==> config.mk <==
export PLATFORM = sky130hd
export DESIGN_NAME = decode_execute_reg_flat
export DESIGN_NICKNAME = d
export VERILOG_FILES = /design/src/rtl/decode_execute_reg_if.sv /design/src/rtl/decode_execute_reg.sv /design/src/flat_wrapper.sv
export SDC_FILE = /design/constraint.sdc
export NUM_CORES = 1
export LEC_CHECK = 0
export ABC_AREA = 1
export BUFFER_PORTS_ARGS = -buffer_cell sky130_fd_sc_hd__buf_2
export CAP_MARGIN = 30
export CORE_UTILIZATION = 35
export DETAILED_ROUTE_END_ITERATION = 6
export MAX_ROUTING_LAYER = met4
export PLACE_DENSITY_LB_ADDON = 0.08
export SLEW_MARGIN = 0
export SYNTH_ARGS = -nofsm -noshare
export SYNTH_HDL_FRONTEND = slang
export SYNTH_SLANG_ARGS = --single-unit
==> constraint.sdc <==
create_clock -name clk -period 1.1 [get_ports clk]
set_input_delay 0 -clock clk [delete_from_list [all_inputs] [get_ports clk]]
set_output_delay 0 -clock clk [all_outputs]
set_load 0.005 [all_outputs]
==> src/rtl/decode_execute_reg_if.sv <==
// Decode-to-execute boundary bundle: decode-stage fields in, execute-stage
// registered fields out, plus the execute-side feedback used by the flag register.
interface decode_execute_reg_if #(
    parameter int DATA_WIDTH = 32,
    parameter int REG_ADDR_W = 4
);
    // Pipeline control
    logic                  StallE;
    logic                  FlushE;

    // Decode-stage fields
    logic                  PCSrcD;
    logic                  RegWriteD;
    logic                  MemtoRegD;
    logic                  MemWriteD;
    logic                  BranchD;
    logic                  ALUSrcD;
    logic                  NoWriteD;
    logic [2:0]            ALUControlD;
    logic [1:0]            FlagWriteD;
    logic [3:0]            CondD;
    logic [DATA_WIDTH-1:0] RD1D;
    logic [DATA_WIDTH-1:0] RD2D;
    logic [DATA_WIDTH-1:0] ExtImmD;
    logic [REG_ADDR_W-1:0] WA3D;
    logic [REG_ADDR_W-1:0] RA1D;
    logic [REG_ADDR_W-1:0] RA2D;

    // Execute-stage feedback
    logic [3:0]            ALUFlagsE;
    logic                  CondExE;

    // Execute-stage registered fields
    logic                  PCSrcE;
    logic                  RegWriteE;
    logic                  MemtoRegE;
    logic                  MemWriteE;
    logic                  BranchE;
    logic                  ALUSrcE;
    logic                  NoWriteE;
    logic [2:0]            ALUControlE;
    logic [1:0]            FlagWriteE;
    logic [3:0]            CondE;
    logic [DATA_WIDTH-1:0] RD1E;
    logic [DATA_WIDTH-1:0] RD2E;
    logic [DATA_WIDTH-1:0] ExtImmE;
    logic [REG_ADDR_W-1:0] WA3E;
    logic [REG_ADDR_W-1:0] RA1E;
    logic [REG_ADDR_W-1:0] RA2E;
    logic                  ValidE;
    logic [3:0]            FlagsE;

    // Pipeline side that produces decode fields and consumes execute fields
    modport master (
        output StallE, FlushE,
        output PCSrcD, RegWriteD, MemtoRegD, MemWriteD, BranchD, ALUSrcD, NoWriteD,
        output ALUControlD, FlagWriteD, CondD,
        output RD1D, RD2D, ExtImmD, WA3D, RA1D, RA2D,
        output ALUFlagsE, CondExE,
        input  PCSrcE, RegWriteE, MemtoRegE, MemWriteE, BranchE, ALUSrcE, NoWriteE,
        input  ALUControlE, FlagWriteE, CondE,
        input  RD1E, RD2E, ExtImmE, WA3E, RA1E, RA2E,
        input  ValidE, FlagsE
    );

    // The pipeline register itself
    modport slave (
        input  StallE, FlushE,
        input  PCSrcD, RegWriteD, MemtoRegD, MemWriteD, BranchD, ALUSrcD, NoWriteD,
        input  ALUControlD, FlagWriteD, CondD,
        input  RD1D, RD2D, ExtImmD, WA3D, RA1D, RA2D,
        input  ALUFlagsE, CondExE,
        output PCSrcE, RegWriteE, MemtoRegE, MemWriteE, BranchE, ALUSrcE, NoWriteE,
        output ALUControlE, FlagWriteE, CondE,
        output RD1E, RD2E, ExtImmE, WA3E, RA1E, RA2E,
        output ValidE, FlagsE
    );
endinterface

==> src/rtl/decode_execute_reg.sv <==
// Decode/execute pipeline register with stall and bubble insertion, plus the
// architectural {N,Z,C,V} flag register written by the instruction leaving E.
module decode_execute_reg #(
    parameter int DATA_WIDTH = 32,
    parameter int REG_ADDR_W = 4
) (
    input  logic                clk,
    input  logic                reset,
    decode_execute_reg_if.slave deIf
);

    logic                  pcSrcQ;
    logic                  regWriteQ;
    logic                  memtoRegQ;
    logic                  memWriteQ;
    logic                  branchQ;
    logic                  aluSrcQ;
    logic                  noWriteQ;
    logic [2:0]            aluControlQ;
    logic [1:0]            flagWriteQ;
    logic [3:0]            condQ;
    logic [DATA_WIDTH-1:0] rd1Q;
    logic [DATA_WIDTH-1:0] rd2Q;
    logic [DATA_WIDTH-1:0] extImmQ;
    logic [REG_ADDR_W-1:0] wa3Q;
    logic [REG_ADDR_W-1:0] ra1Q;
    logic [REG_ADDR_W-1:0] ra2Q;
    logic                  validQ;
    logic [3:0]            flagsQ;
    logic                  flagUpd;

    // Pipeline fields: reset > flush (bubble) > stall (hold) > load.
    always_ff @(posedge clk) begin
        if (!reset || deIf.FlushE) begin
            pcSrcQ      <= 1'b0;
            regWriteQ   <= 1'b0;
            memtoRegQ   <= 1'b0;
            memWriteQ   <= 1'b0;
            branchQ     <= 1'b0;
            aluSrcQ     <= 1'b0;
            noWriteQ    <= 1'b0;
            aluControlQ <= '0;
            flagWriteQ  <= '0;
            condQ       <= '0;
            rd1Q        <= '0;
            rd2Q        <= '0;
            extImmQ     <= '0;
            wa3Q        <= '0;
            ra1Q        <= '0;
            ra2Q        <= '0;
            validQ      <= 1'b0;
        end else if (!deIf.StallE) begin
            pcSrcQ      <= deIf.PCSrcD;
            regWriteQ   <= deIf.RegWriteD;
            memtoRegQ   <= deIf.MemtoRegD;
            memWriteQ   <= deIf.MemWriteD;
            branchQ     <= deIf.BranchD;
            aluSrcQ     <= deIf.ALUSrcD;
            noWriteQ    <= deIf.NoWriteD;
            aluControlQ <= deIf.ALUControlD;
            flagWriteQ  <= deIf.FlagWriteD;
            condQ       <= deIf.CondD;
            rd1Q        <= deIf.RD1D;
            rd2Q        <= deIf.RD2D;
            extImmQ     <= deIf.ExtImmD;
            wa3Q        <= deIf.WA3D;
            ra1Q        <= deIf.RA1D;
            ra2Q        <= deIf.RA2D;
            validQ      <= 1'b1;
        end
    end

    // Flags are written by the instruction currently in E, on the edge it
    // leaves; a stalled instruction has not left yet, and flush only replaces
    // the incoming instruction so it must not block the outgoing one's write.
    assign flagUpd = reset & validQ & deIf.CondExE & ~deIf.StallE;

    // Architectural flag register with per-pair write enables.
    always_ff @(posedge clk) begin
        if (!reset) begin
            flagsQ <= 4'b0000;
        end else if (flagUpd) begin
            if (flagWriteQ[1]) flagsQ[3:2] <= deIf.ALUFlagsE[3:2];
            if (flagWriteQ[0]) flagsQ[1:0] <= deIf.ALUFlagsE[1:0];
        end
    end

    assign deIf.PCSrcE      = pcSrcQ;
    assign deIf.RegWriteE   = regWriteQ;
    assign deIf.MemtoRegE   = memtoRegQ;
    assign deIf.MemWriteE   = memWriteQ;
    assign deIf.BranchE     = branchQ;
    assign deIf.ALUSrcE     = aluSrcQ;
    assign deIf.NoWriteE    = noWriteQ;
    assign deIf.ALUControlE = aluControlQ;
    assign deIf.FlagWriteE  = flagWriteQ;
    assign deIf.CondE       = condQ;
    assign deIf.RD1E        = rd1Q;
    assign deIf.RD2E        = rd2Q;
    assign deIf.ExtImmE     = extImmQ;
    assign deIf.WA3E        = wa3Q;
    assign deIf.RA1E        = ra1Q;
    assign deIf.RA2E        = ra2Q;
    assign deIf.ValidE      = validQ;
    assign deIf.FlagsE      = flagsQ;

endmodule

==> src/flat_wrapper.sv <==
// flat-port wrapper written by rule: the top's interface ports become plain ports
module decode_execute_reg_flat 
#(
    parameter int DATA_WIDTH = 32,
    parameter int REG_ADDR_W = 4
)
  (clk, reset, deIf_StallE, deIf_FlushE, deIf_PCSrcD, deIf_RegWriteD, deIf_MemtoRegD, deIf_MemWriteD, deIf_BranchD, deIf_ALUSrcD, deIf_NoWriteD, deIf_ALUControlD, deIf_FlagWriteD, deIf_CondD, deIf_RD1D, deIf_RD2D, deIf_ExtImmD, deIf_WA3D, deIf_RA1D, deIf_RA2D, deIf_ALUFlagsE, deIf_CondExE, deIf_PCSrcE, deIf_RegWriteE, deIf_MemtoRegE, deIf_MemWriteE, deIf_BranchE, deIf_ALUSrcE, deIf_NoWriteE, deIf_ALUControlE, deIf_FlagWriteE, deIf_CondE, deIf_RD1E, deIf_RD2E, deIf_ExtImmE, deIf_WA3E, deIf_RA1E, deIf_RA2E, deIf_ValidE, deIf_FlagsE);
  decode_execute_reg_if #(.DATA_WIDTH(DATA_WIDTH), .REG_ADDR_W(REG_ADDR_W)) deIf_i ();
  input  logic clk;
  input  logic reset;
  input wire logic [$bits(deIf_i.StallE)-1:0] deIf_StallE;
  input wire logic [$bits(deIf_i.FlushE)-1:0] deIf_FlushE;
  input wire logic [$bits(deIf_i.PCSrcD)-1:0] deIf_PCSrcD;
  input wire logic [$bits(deIf_i.RegWriteD)-1:0] deIf_RegWriteD;
  input wire logic [$bits(deIf_i.MemtoRegD)-1:0] deIf_MemtoRegD;
  input wire logic [$bits(deIf_i.MemWriteD)-1:0] deIf_MemWriteD;
  input wire logic [$bits(deIf_i.BranchD)-1:0] deIf_BranchD;
  input wire logic [$bits(deIf_i.ALUSrcD)-1:0] deIf_ALUSrcD;
  input wire logic [$bits(deIf_i.NoWriteD)-1:0] deIf_NoWriteD;
  input wire logic [$bits(deIf_i.ALUControlD)-1:0] deIf_ALUControlD;
  input wire logic [$bits(deIf_i.FlagWriteD)-1:0] deIf_FlagWriteD;
  input wire logic [$bits(deIf_i.CondD)-1:0] deIf_CondD;
  input wire logic [$bits(deIf_i.RD1D)-1:0] deIf_RD1D;
  input wire logic [$bits(deIf_i.RD2D)-1:0] deIf_RD2D;
  input wire logic [$bits(deIf_i.ExtImmD)-1:0] deIf_ExtImmD;
  input wire logic [$bits(deIf_i.WA3D)-1:0] deIf_WA3D;
  input wire logic [$bits(deIf_i.RA1D)-1:0] deIf_RA1D;
  input wire logic [$bits(deIf_i.RA2D)-1:0] deIf_RA2D;
  input wire logic [$bits(deIf_i.ALUFlagsE)-1:0] deIf_ALUFlagsE;
  input wire logic [$bits(deIf_i.CondExE)-1:0] deIf_CondExE;
  output wire logic [$bits(deIf_i.PCSrcE)-1:0] deIf_PCSrcE;
  output wire logic [$bits(deIf_i.RegWriteE)-1:0] deIf_RegWriteE;
  output wire logic [$bits(deIf_i.MemtoRegE)-1:0] deIf_MemtoRegE;
  output wire logic [$bits(deIf_i.MemWriteE)-1:0] deIf_MemWriteE;
  output wire logic [$bits(deIf_i.BranchE)-1:0] deIf_BranchE;
  output wire logic [$bits(deIf_i.ALUSrcE)-1:0] deIf_ALUSrcE;
  output wire logic [$bits(deIf_i.NoWriteE)-1:0] deIf_NoWriteE;
  output wire logic [$bits(deIf_i.ALUControlE)-1:0] deIf_ALUControlE;
  output wire logic [$bits(deIf_i.FlagWriteE)-1:0] deIf_FlagWriteE;
  output wire logic [$bits(deIf_i.CondE)-1:0] deIf_CondE;
  output wire logic [$bits(deIf_i.RD1E)-1:0] deIf_RD1E;
  output wire logic [$bits(deIf_i.RD2E)-1:0] deIf_RD2E;
  output wire logic [$bits(deIf_i.ExtImmE)-1:0] deIf_ExtImmE;
  output wire logic [$bits(deIf_i.WA3E)-1:0] deIf_WA3E;
  output wire logic [$bits(deIf_i.RA1E)-1:0] deIf_RA1E;
  output wire logic [$bits(deIf_i.RA2E)-1:0] deIf_RA2E;
  output wire logic [$bits(deIf_i.ValidE)-1:0] deIf_ValidE;
  output wire logic [$bits(deIf_i.FlagsE)-1:0] deIf_FlagsE;
  assign deIf_i.StallE = deIf_StallE;
  assign deIf_i.FlushE = deIf_FlushE;
  assign deIf_i.PCSrcD = deIf_PCSrcD;
  assign deIf_i.RegWriteD = deIf_RegWriteD;
  assign deIf_i.MemtoRegD = deIf_MemtoRegD;
  assign deIf_i.MemWriteD = deIf_MemWriteD;
  assign deIf_i.BranchD = deIf_BranchD;
  assign deIf_i.ALUSrcD = deIf_ALUSrcD;
  assign deIf_i.NoWriteD = deIf_NoWriteD;
  assign deIf_i.ALUControlD = deIf_ALUControlD;
  assign deIf_i.FlagWriteD = deIf_FlagWriteD;
  assign deIf_i.CondD = deIf_CondD;
  assign deIf_i.RD1D = deIf_RD1D;
  assign deIf_i.RD2D = deIf_RD2D;
  assign deIf_i.ExtImmD = deIf_ExtImmD;
  assign deIf_i.WA3D = deIf_WA3D;
  assign deIf_i.RA1D = deIf_RA1D;
  assign deIf_i.RA2D = deIf_RA2D;
  assign deIf_i.ALUFlagsE = deIf_ALUFlagsE;
  assign deIf_i.CondExE = deIf_CondExE;
  assign deIf_PCSrcE = deIf_i.PCSrcE;
  assign deIf_RegWriteE = deIf_i.RegWriteE;
  assign deIf_MemtoRegE = deIf_i.MemtoRegE;
  assign deIf_MemWriteE = deIf_i.MemWriteE;
  assign deIf_BranchE = deIf_i.BranchE;
  assign deIf_ALUSrcE = deIf_i.ALUSrcE;
  assign deIf_NoWriteE = deIf_i.NoWriteE;
  assign deIf_ALUControlE = deIf_i.ALUControlE;
  assign deIf_FlagWriteE = deIf_i.FlagWriteE;
  assign deIf_CondE = deIf_i.CondE;
  assign deIf_RD1E = deIf_i.RD1E;
  assign deIf_RD2E = deIf_i.RD2E;
  assign deIf_ExtImmE = deIf_i.ExtImmE;
  assign deIf_WA3E = deIf_i.WA3E;
  assign deIf_RA1E = deIf_i.RA1E;
  assign deIf_RA2E = deIf_i.RA2E;
  assign deIf_ValidE = deIf_i.ValidE;
  assign deIf_FlagsE = deIf_i.FlagsE;
  decode_execute_reg #(.DATA_WIDTH(DATA_WIDTH), .REG_ADDR_W(REG_ADDR_W)) u_core (.clk(clk), .reset(reset), .deIf(deIf_i));
endmodule
* After elaboration in Yosys (flattened, before gate mapping)
Cells that the tools add are included.
** Storage, ports and cells
- Input port bits :: 133
- Output and inout port bits :: 129
- Word-level logic and storage cells :: 27
- Bits in registers :: 129
** Cells by class
- Bitwise gates (word level) :: 4
- Reduce and logical (&&, ||, !) cells :: 4
** Operators with widths (count)
- $reduce_and 2->1 :: 2
- $and 1x1->1 :: 3
- $logic_not 1->1 :: 1
- $logic_or 1x1->1 :: 1
- $not 1->1 :: 1

* Longest topological paths before layout
- Depth after elaboration :: 4
- Mapped depth :: 7
- Gate-level depth less buffers :: 6

* Worst setup path after synthesis
OpenSTA, ideal clock, no wires.
- Path type :: in2reg
- Start :: in deIf_StallE
- End :: reg u_core.extImmQ[0] (netlist: u_core.deIf.ExtImmE[0])
- Stages on the path :: 6
- Path buffers :: 3
- Data arrival time :: 0.857 ns
- Slack :: 0.177 ns
- Data required time :: 1.034 ns
- Setup time :: 0.066 ns
- Cells stage by stage :: buf_2 -> inv_2 -> buf_4 -> buf_1 -> nand2_1 -> a21oi_2
** RTL lines
- start, declared :: RTL line flat_wrapper.sv:11 : input wire logic [$bits(deIf_i.StallE)-1:0] deIf_StallE;
- end signal, assigned :: RTL line decode_execute_reg.sv:65 : extImmQ <= deIf.ExtImmD;
- end, declared :: RTL line decode_execute_reg.sv:24 : logic [DATA_WIDTH-1:0] extImmQ;

* Worst setup path in the final report
- Start :: reg u_core.flagWriteQ[0] (netlist: u_core.deIf.FlagWriteE[0])
- End :: out deIf_FlagWriteE[0]
** RTL lines
- start, declared :: RTL line decode_execute_reg.sv:20 : logic [1:0] flagWriteQ;
- start signal, assigned :: RTL line decode_execute_reg.sv:61 : flagWriteQ <= deIf.FlagWriteD;
- end, declared :: RTL line flat_wrapper.sv:39 : output wire logic [$bits(deIf_i.FlagWriteE)-1:0] deIf_FlagWriteE;
No word-level cell between the ends.

==> results.sh <==
export IMPL_comb_power_share_pct=11.3
export IMPL_rsz0062_at_grt="false"
export IMPL_cp_required_ns=1.10
export IMPL_dp_hpwl_um=9300
export IMPL_grt_pass1_vias=5213
export IMPL_seqPwrFrac_pct=41.5
export IMPL_fin_tns_setup_ns=0
export IMPL_gp_congestion=0.782
export IMPL_initial_core_util_pct=36.5
export IMPL_mostFrequentLayoutCells="260 x buf_2, 258 x nand2_1, 129 x dlygate4sd3_1, 129 x dfxtp_1, 74 x a21oi_1"
export IMPL_critPathSlowestCell="dfxtp_1"
export IMPL_yosys_warnings=0
export IMPL_mostFrequentLayoutCell="buf_2"
export IMPL_pwr_share_clk_pct=47.2
export IMPL_outcome="completed"
export IMPL_arrival_ns=0.96
export IMPL_min_period_over_period_pct=87.6
export IMPL_track_usage_pct=22.6
export IMPL_ios=262
export IMPL_p_sw_w=0.00256
export IMPL_synth_area_um2=4700
export IMPL_clockBufferDepth=2
export IMPL_crit_path_start_kind="register"
export IMPL_clkTransAtPathRegs_ns=0.05
export IMPL_p_int_w=0.00925
export IMPL_ys_ff_latch=129
export IMPL_clockRootBuffer="clkbuf_16"
export IMPL_drv_cap=0
export IMPL_power_per_cell_area_nw_per_um2=1470
export IMPL_syn_inst=582
export IMPL_maxSlewViolCount=0
export IMPL_final_layout_size_suffix_gt1_share_pct=36.2
export IMPL_peakVddDrop_uv=1000
export IMPL_wl_per_cell_um=13.1
export IMPL_cpPeakStageDelay_ns=0.40
export IMPL_crit_path_end_kind="output pin"
export IMPL_antenna_left=0
export IMPL_hold_viol_final=0
export IMPL_grt_pass1_wl_um=24400
export IMPL_rows=41
export IMPL_cp_max_fo=5
export IMPL_cts_tree="yes"
export IMPL_die_w_um=118
export IMPL_grt_overflow_total=0
export IMPL_die_area_um2=13900
export IMPL_crit_start="u_core.deIf.FlagWriteE[0]"
export IMPL_seq_area_frac_synth_pct=55.0
export IMPL_crit_type="register to output pin"
export IMPL_antennaDiodeCount=0
export IMPL_numClockSinks=129
export IMPL_io_buffers=261
export IMPL_grt_max_degree=54
export IMPL_power_total_w=0.0118
export IMPL_timing_hold_ws_ns=0.0405
export IMPL_synth_area_per_cell_um2=8.07
export IMPL_p_leak_nw=3.75
export IMPL_hp_start="reset"
export IMPL_drc_errors=0
export IMPL_die_h_um=118
export IMPL_cts_htree_levels=4
export IMPL_max_slew_margin_rel_pct=73.5
export IMPL_dp_cells=984
export IMPL_period_needed_ns=0.964
export IMPL_via_per_inst=4.53
export IMPL_firstDrtPassIters=4
export IMPL_route_vias_total=5187
export IMPL_critPathBufInv=1
export IMPL_synth_cell_types=14
export IMPL_num_fill_cells=1088
export IMPL_cts_buffers=17
export IMPL_cp_cell_sequence="buf_2"
export IMPL_setup_violations=0
export IMPL_stdcell_count=1145
export IMPL_layout_nets=1093
export IMPL_synth_nets=715
export IMPL_post_cts_repair_setup_buffers=0
export IMPL_drt_initial_drc_count=301
export IMPL_area_growth_pct=71.1
export IMPL_totalWireLength_um=15000
export IMPL_antenna_found_initial=0
export IMPL_switching_share_pct=21.7
export IMPL_path_delay_family="flip-flops"
export IMPL_hp_class="input port to register"
export IMPL_coreArea_um2=12900
export IMPL_clock_fmax_mhz=1040
export IMPL_clock_latency_ns=0.41
export IMPL_finalCoreUtilization_pct=62.4
export IMPL_finClkSkew_ns=0.000313
export IMPL_tightestPinTransition_ns=0.398
export IMPL_r2r_start="u_core.deIf.ValidE"
## worst reg2reg max path: stages (launching register included)
cell	delay (ns)
dfxtp_1	0.34
nand2_1	0.09
nor2_2	0.17
nand3_1	0.09
nand2_1	0.08
nor2_1	0.04
## area by class of cell
cell class / instances / area [um2] / area share [%]
multi-input cells: 397 / 1850 / 23.0
well taps: 172 / 215 / 2.68
clock inverters: 4 / 70.1 / 0.872
flip-flops and latches: 129 / 2580 / 32.1
inverters: 15 / 58.8 / 0.732
clock buffers: 28 / 527 / 6.55
repair buffers: 400 / 2740 / 34.1
## stage by stage
step | instance area (um2) | setup slack, ns
final | 8040 | 0.136
after global routing | 8040 | 0.0690
after CTS | 8040 | 0.108
after detailed placement | 6150 | 0.108
after global placement | 6150 | 0.141
after floorplan | 4700 | 0.177
## worst paths after layout
| path | endpoint | slack (ns) | cells past startpoint |
|---|---|---|---|
| hold / removal | u_core.deIf.FlagsE[1] | 0.04 | 6 |
| setup reg to reg | u_core.deIf.FlagsE[3] | 0.20 | 5 |
| setup / recovery | deIf_FlagWriteE[0] | 0.14 | 1 |
| hold reg to reg | u_core.deIf.WA3E[1] | 0.46 | 2 |
## routing by layer
layer / up-vias / track usage [%] / wire (um)
li1: 2600 / - / -
met1: 2366 / 24.8 / 6160
met2: 197 / 38.2 / 7540
met3: 24 / 6.15 / 982
met4: 0 / 9.62 / 293
met5: - / - / 0
## synthesized netlist by cell type
cell        n  area (um2)
clkbuf_1   24        90.1
nand3_1     6        30.0
buf_2       6        30.0
a21oi_2    50         438
nor2_1      8        30.0
or2_1       1        6.26
dfxtp_1   129        2580
a21oi_1    74         370
buf_4       1        7.51
inv_1      13        48.8
nand2_1   258         968
buf_1       3        11.3
inv_2       2        7.51
buf_6       7        78.8
## power groups by stage
stage	clock, W	sequential (W)	combinational, W
floorplan	0	0.00500	0.000461
global placement	0	0.00499	0.000955
detailed placement	0	0.00499	0.000968
CTS	0.00572	0.00489	0.00133
global route	0.00595	0.00491	0.00146
finish	0.00557	0.00490	0.00134
## kinds of logic after synthesis
group	share of synthesized area, %
simple gates	22.0
buf+inv	5.83
compound gates	17.2
flops	55.0
## state kept, by name, summed over array words and instances, names as in the netlist
register,count
u_core.deIf.FlagsE,4
u_core.deIf.MemtoRegE,1
u_core.deIf.RA2E,4
u_core.deIf.BranchE,1
u_core.deIf.RegWriteE,1
u_core.deIf.RD2E,32
u_core.deIf.FlagWriteE,2
u_core.deIf.RA1E,4
u_core.deIf.WA3E,4
u_core.deIf.ALUControlE,3
u_core.deIf.RD1E,32
u_core.deIf.MemWriteE,1
u_core.deIf.CondE,4
u_core.deIf.ALUSrcE,1
u_core.deIf.PCSrcE,1
u_core.deIf.NoWriteE,1
u_core.deIf.ExtImmE,32
u_core.deIf.ValidE,1
## what timing repair did
action,in CTS,in global routing
resized for setup,0,1
hold buffers,129,0
setup endpoints to repair,0,1
endpoints found under the hold margin,128,0
(Power assumes the default switching activity.)
